$ cat src/rtl/imem_loader_pkg.sv
// Shared types and constants for the instruction-memory program loader.
package imem_loader_pkg;

    typedef enum logic [1:0] {
        IDLE,
        COLLECT,
        WRITE,
        DONE
    } state_e;

    localparam int BYTES_PER_WORD = 4;
    localparam int WORD_W         = 32;

endpackage

$ cat src/rtl/loader_byte_packer.sv
// Packs a byte stream into 32-bit words, first byte in the most significant lane.
module loader_byte_packer
    import imem_loader_pkg::*;
(
    input  logic              clk,
    input  logic              rst_n,
    input  logic              clear_i,
    input  logic              load_i,
    input  logic [7:0]        byte_i,
    output logic [WORD_W-1:0] word_o,
    output logic              word_full_o
);

    localparam logic [1:0] LAST_IDX = 2'(BYTES_PER_WORD - 1);

    logic [1:0]        cnt_q, cnt_d;
    logic [WORD_W-1:0] word_q, word_d;
    logic [WORD_W-1:0] ins;

    always_comb begin
        ins = word_q;
        case (cnt_q)
            2'd0: ins[31:24] = byte_i;
            2'd1: ins[23:16] = byte_i;
            2'd2: ins[15:8]  = byte_i;
            2'd3: ins[7:0]   = byte_i;
        endcase

        cnt_d  = cnt_q;
        word_d = word_q;
        if (clear_i) begin
            cnt_d  = '0;
            word_d = '0;
        end else if (load_i) begin
            cnt_d  = cnt_q + 2'd1;
            word_d = ins;
        end
    end

    // word_o includes the byte being accepted this cycle, so the caller can
    // capture a complete word on the same edge that the fourth byte lands.
    assign word_o      = ins;
    assign word_full_o = load_i && (cnt_q == LAST_IDX);

    always_ff @(posedge clk or negedge rst_n) begin
        if (!rst_n) begin
            cnt_q  <= '0;
            word_q <= '0;
        end else begin
            cnt_q  <= cnt_d;
            word_q <= word_d;
        end
    end

endmodule

$ cat src/rtl/imem_loader.sv
// Instruction-memory program loader: byte stream in, word writes out, CPU held during load.
// Optional running checksum of written words: define IMEM_LOADER_CHECKSUM_EN.
module imem_loader
    import imem_loader_pkg::*;
#(
    parameter int ADDR_W = 8
)
(
    input  logic              clk,
    input  logic              rst_n,
    input  logic              start,
    input  logic [ADDR_W:0]   word_count,
    input  logic              byte_valid,
    input  logic [7:0]        byte_data,
    output logic              byte_ready,
    output logic              mem_we,
    output logic [ADDR_W-1:0] mem_addr,
    output logic [WORD_W-1:0] mem_wdata,
    output logic              cpu_hold,
    output logic              busy,
    output logic              done,
    output logic [WORD_W-1:0] checksum
);

    state_e            state_q, state_d;
    logic [ADDR_W:0]   cnt_q, cnt_d;
    logic [ADDR_W:0]   idx_q, idx_d;
    logic [ADDR_W:0]   idx_inc;
    logic [ADDR_W-1:0] addr_q, addr_d;
    logic [WORD_W-1:0] wdata_q, wdata_d;

    logic              start_acc;
    logic              byte_acc;
    logic              pack_clear;
    logic              pack_full;
    logic [WORD_W-1:0] pack_word;

    assign byte_acc = (state_q == COLLECT) && byte_valid;
    // Index is one bit wider than the address so a full-depth load can reach
    // its terminal count without the address wrapping first.
    assign idx_inc  = idx_q + {{ADDR_W{1'b0}}, 1'b1};

    loader_byte_packer u_packer (
        .clk         (clk),
        .rst_n       (rst_n),
        .clear_i     (pack_clear),
        .load_i      (byte_acc),
        .byte_i      (byte_data),
        .word_o      (pack_word),
        .word_full_o (pack_full)
    );

    always_comb begin
        state_d    = state_q;
        cnt_d      = cnt_q;
        idx_d      = idx_q;
        addr_d     = addr_q;
        wdata_d    = wdata_q;
        start_acc  = 1'b0;
        pack_clear = 1'b0;

        case (state_q)
            IDLE, DONE: begin
                if (start) begin
                    start_acc = 1'b1;
                    if (word_count == '0) begin
                        state_d = DONE;
                    end else begin
                        cnt_d      = word_count;
                        idx_d      = '0;
                        pack_clear = 1'b1;
                        state_d    = COLLECT;
                    end
                end
            end
            COLLECT: begin
                // Write address/data are registered here so they are stable
                // for the whole WRITE cycle and hold afterwards.
                if (pack_full) begin
                    addr_d  = idx_q[ADDR_W-1:0];
                    wdata_d = pack_word;
                    state_d = WRITE;
                end
            end
            WRITE: begin
                idx_d   = idx_inc;
                state_d = (idx_inc == cnt_q) ? DONE : COLLECT;
            end
            default: state_d = IDLE;
        endcase
    end

    always_ff @(posedge clk or negedge rst_n) begin
        if (!rst_n) begin
            state_q <= IDLE;
            cnt_q   <= '0;
            idx_q   <= '0;
            addr_q  <= '0;
            wdata_q <= '0;
        end else begin
            state_q <= state_d;
            cnt_q   <= cnt_d;
            idx_q   <= idx_d;
            addr_q  <= addr_d;
            wdata_q <= wdata_d;
        end
    end

    assign byte_ready = (state_q == COLLECT);
    assign mem_we     = (state_q == WRITE);
    assign busy       = (state_q == COLLECT) || (state_q == WRITE);
    assign cpu_hold   = busy;
    assign done       = (state_q == DONE);
    assign mem_addr   = addr_q;
    assign mem_wdata  = wdata_q;

`ifdef IMEM_LOADER_CHECKSUM_EN
    logic [WORD_W-1:0] csum_q;

    always_ff @(posedge clk or negedge rst_n) begin
        if (!rst_n) begin
            csum_q <= '0;
        end else if (start_acc) begin
            csum_q <= '0;
        end else if (state_q == WRITE) begin
            csum_q <= csum_q + wdata_q;
        end
    end

    assign checksum = csum_q;
`else
    logic unused_start_acc;
    assign unused_start_acc = start_acc;
    assign checksum         = '0;
`endif

endmodule

$ cat config.mk
export PLATFORM = sky130hd
export DESIGN_NAME = imem_loader
export DESIGN_NICKNAME = d
export VERILOG_FILES = /design/src/rtl/imem_loader_pkg.sv /design/src/rtl/loader_byte_packer.sv /design/src/rtl/imem_loader.sv
export SDC_FILE = /design/constraint.sdc
export NUM_CORES = 1
export LEC_CHECK = 0
export CAP_MARGIN = 20
export CORE_MARGIN = 2
export CORE_UTILIZATION = 51
export DETAILED_ROUTE_END_ITERATION = 16
export PLACE_DENSITY_LB_ADDON = 0.2
export SYNTH_ARGS = -nofsm -noshare
export SYNTH_HDL_FRONTEND = slang
export SYNTH_HIERARCHICAL = 1
export SYNTH_SLANG_ARGS = --single-unit
$ cat constraint.sdc
create_clock -name clk -period 5.6 [get_ports clk]
set_clock_uncertainty 0.15 [all_clocks]
set_input_delay 1.12 -clock clk [delete_from_list [all_inputs] [get_ports clk]]
set_output_delay 1.12 -clock clk [all_outputs]
set_load 0.005 [all_outputs]
* Word level (Yosys, flattened, before mapping) *
Cells that the tools add are included.

cells by class
  bitwise gates (word level) = 1
  muxes and demuxes = 19
  reductions and logical operators = 13
  equality and inequality tests = 10
  add/sub/neg operators = 2

operators with widths
  kind                   number
  $mux W32               2
  $mux W8                4
  $mux W9                2
  $pmux W9 S2            1
  $mux W2                6
  $add A9 B1 Y9 const B  1
  $eq A9 B9 Y1           1
  $logic_not A9 Y1       1
  $eq A2 B2 Y1 const B   4
  $pmux W2 S3            1
  $reduce_and A3 Y1      2
  $eq A2 B1 Y1 const B   2
  $logic_not A2 Y1       2
  $ne A2 B2 Y1 const B   2
  $reduce_and A2 Y1      2
  $reduce_bool A2 Y1     2
  $mux W1                3
  $add A2 B1 Y2 const B  1
  $logic_and A1 B1 Y1    2
  $ne A2 B1 Y1 const B   1
  $reduce_or A2 Y1       1
  $logic_or A1 B1 Y1     1
  $not A1 Y1             1

word-level totals
  output and inout port bits = 77
  register bits after elaboration = 94
  bits of input ports = 21

* Depth between registers and ports, before layout *
  depth in word-level cells = 5
  mapped depth = 10
  mapped depth without buffers = 9

* By module *
Netlist, hierarchy kept.

modules (own cells, without submodules)
  module              instances  area an instance (µm²)  cells each
  imem_loader         1          2,986.6                 253
  loader_byte_packer  1          1,974.4                 164

* Worst setup path before layout *
No wires, ideal clock.

  path kind = input-to-reg
  from = input port word_count[2]
  to = register cnt_q[0] (netlist name)
  data arrival time = 2,555 ps
  slack = 2,770 ps
  path buffers = 1
  stages on the path = 4
  cell sequence = or4_4 > o311ai_4 > buf_2 > mux2_2

RTL lines
  what         RTL line           text
  from (decl)  imem_loader.sv:12  input logic [ADDR_W:0] word_count,

* Final worst setup path *
  from = input port word_count[2]
  to = register idx_q[2]

between the ends
  cells in the longest elaborated chain, start to end = 3

ends and longest elaborated chain
  what                                RTL line            text
  $logic_not A9 Y1                    imem_loader.sv:66   if (word_count == '0) begin
  $ne A2 B2 Y1 (no source line)       -
  $reduce_and A3 Y1 (no source line)  -
  to (signal assigned)                imem_loader.sv:103  idx_q <= idx_d;
  to (decl)                           imem_loader.sv:27   logic [ADDR_W:0] idx_q, idx_d;

Every way passes these cells.
A chain may end at the register's enable or synchronous reset.

==> metrics.md <==
| Metric | Value |
|---|---|
| PwrDens | `389 nW/um2` |
| Area grow syn2layout | `16.0%` |
| First-pass GRT wire length | `15.7 mm` |
| Syn. warnings | `6` |
| Std-Cell Rows | `35` |
| Pins Over Slew Limit | `0` |
| Fin Hold WS | `0.348 ns` |
| Worst endpoint required time | `5.67 ns` |
| CTS Hold Bufs | `0` |
| Fin area | `5750 um2` |
| Post-synthesis register bit count | `94` |
| Routability Congestion | `0.833` |
| Worst r2r src | `state_q[1]` |
| Synth Area in Compound Gates | `0.0462` |
| Mux contribution to synthesized area | `0.246` |
| Synthesized cell area | `4960 um2` |
| Io pins | `98` |
| Crit Path Class | `in2reg` |
| TNS Setup | `0 ns` |
| Layout cells sized above 1 | `0.222` |
| Endpoint type of the worst setup path | `register` |
| Hold path depth | `2` |
| Max clock buf depth | `2` |
| Initial DRC Count | `95` |
| R2r endpoint | `mem_wdata[21]` |
| Net count reported at finish | `501` |
| Via count | `3,140` |
| Ant diodes | `0` |
| Max rail drop VDD | `0.280 mV` |
| Initial antenna violation count | `0` |
| Total Routed Length | `9.56 mm` |
| Post-synth top area share | `0.474` |
| RSZ-0062 raised after global routing | `false` |
| Max-cap violation count | `0` |
| Clock Sinks | `94` |
| Die outline width | `103 um` |
| All-Layer GR Usage | `0.193` |
| DP Area | `5530 um2` |
| Most used standard cell by instance count after synthesis | `dfrtp_1` |
| DRT antenna net count | `0` |
| Post-Syn Area per Cell | `11.9 um2` |
| R2R Setup Slk | `2.45 ns` |
| Max Fclk | `275 MHz` |
| Die H | `103 um` |
| Hold WC Path Type | `reg2reg` |
| CP startpoint kind | `input port` |
| Clk_lat worst skew | `0.35 ns` |
| Largest net degree at the start of global routing | `56` |
| Slew headroom | `0.535` |
| Final Hold Violating Endpoints | `0` |
| Worst-Margin Slew | `0.698 ns` |
| Worst Path Arrival | `3.71 ns` |
| H-tree depth | `3` |
| Postcts setup bufs | `0` |
| Hpwl dp | `6.71 mm` |
| Vias per cell | `5.21` |
| Routed wire per std cell | `15.9 um` |
| Synth unique cells | `48` |
| Largest family of logic cells by synthesized area | `multiplexers` |
| Simple-gate share of the synthesized area | `0.112` |
| R2R cell count | `8` |
| Core area | `9330 um2` |
| Worst Hold Path EP | `cnt_q[4]` |
| Status | `complete, no violations` |
| Final period util | `0.650` |
| XOR/XNOR Fraction of Synth Area | `0.0177` |
| Mapped Cells | `417` |
| Min-delay src | `cnt_q[4]` |
| Post-synthesis sequential area ratio | `0.474` |
| Setup violations, final | `0` |
| Synth top area cells | `dfrtp_1, mux2_2, mux2i_1` |
| IO buf count | `65` |
| Synth Area in Adders | `0.0227` |
| Post-synth EDFFs | `0` |
| Most used DFF post-synth | `dfrtp_1` |
| Drt drc | `0` |
| Global route total overflow | `0` |
| Post-CTS sizing | `0` |
| Clock slew at reported path FFs | `0.08 ns` |
| Lkg Pwr | `2.82 nW` |
| Async SR Flop Fraction | `1.00` |
| Die area | `10,500 um2` |
| Vias in the first global route | `3,172` |
| Crit-path max FO | `46` |
| Largest area contributor in the netlist | `dfrtp_1` |
| Drt first pass iters | `4` |
| Fin crit period | `3.64 ns` |
| Initial Util | `0.532` |
| Cts bufs inserted | `9` |
| Clk root buf | `clkbuf_8` |
| TritonCTS clock tree | `yes` |
| Top post-synthesis cells by count | `dfrtp_1, mux2_2, nand2b_1, buf_4, mux2i_1` |
## report_power, final
part           switching [mW]  internal, mW
combinational           0.405         0.418
clock                   0.226         0.272
sequential              0.105         0.812
## layer usage
layer	part of all wire	track usage
met5	0	0
met4	0.016	0.0759
met3	0.036	0.0278
met2	0.51	0.326
met1	0.44	0.253
## layout make-up
type | count | area (um2)
fill | 789 | 3570
sequential | 94 | 2350
multi-input combinational | 291 | 2330
timing repair buffer | 67 | 663
tap | 129 | 161
clock buffer | 11 | 151
clock inverter | 3 | 68.8
inverter | 8 | 30.0
## worst max-delay path by stage
stage	to	depth (start not counted)	from
after floorplan	cnt_q[0]	4	word_count[2]
after global placement	state_q[1]	6	word_count[2]
after detailed placement	idx_q[2]	6	word_count[2]
after CTS	idx_q[2]	6	word_count[2]
after global routing	idx_q[2]	6	word_count[2]
final	idx_q[2]	6	word_count[2]
## logic make-up after synthesis
family	Yosys count
other	1
XOR/XNOR	10
AO/OA/AOI/OAI	31
flip-flops	94
AND/OR/NAND/NOR	97
multiplexers	112
buffers and inverters	63
adder cells (fa/ha/maj)	9
## worst max-delay path, cell delays in order
cell and delay (ns):
clkdlybuf4s50_1 0.41, or4_4 0.56, o311ai_4 0.60, inv_2 0.45, o21ai_1 0.41, o21ai_0 0.14
## state kept, by name, indices dropped and copies added, names as in the netlist
register and count:
mem_wdata 32, u_packer/word_q 32, cnt_q 9, idx_q 9, mem_addr 8, state_q 2
u_packer/cnt_q 2
## cell usage in the layout, fill, tap and decap left out, drive strengths merged, types with 4 or more instances in the layout
cell type	instances
nand2b	44
nor2	5
xnor2	7
inv	8
clkdlybuf4s50	64
mux2i	33
dfrtp	94
nand2	25
clkbuf	11
o21ai	11
and3	4
conb	32
mux2	79
nand3	4
ha	9
## through the flow
stage / worst slack, ns / cells / total power, mW / util
after global placement: 1.68 / 589 / 1.74 / 0.593
after detailed placement: 1.56 / 589 / 1.76 / 0.593
final: 1.96 / 603 / 2.24 / 0.617
after floorplan: 2.77 / 448 / 1.53 / -
after CTS: 1.97 / 603 / 2.26 / 0.617
after global routing: 1.80 / 603 / 2.39 / 0.617
No activity file was read; power rests on OpenSTA's default activity.
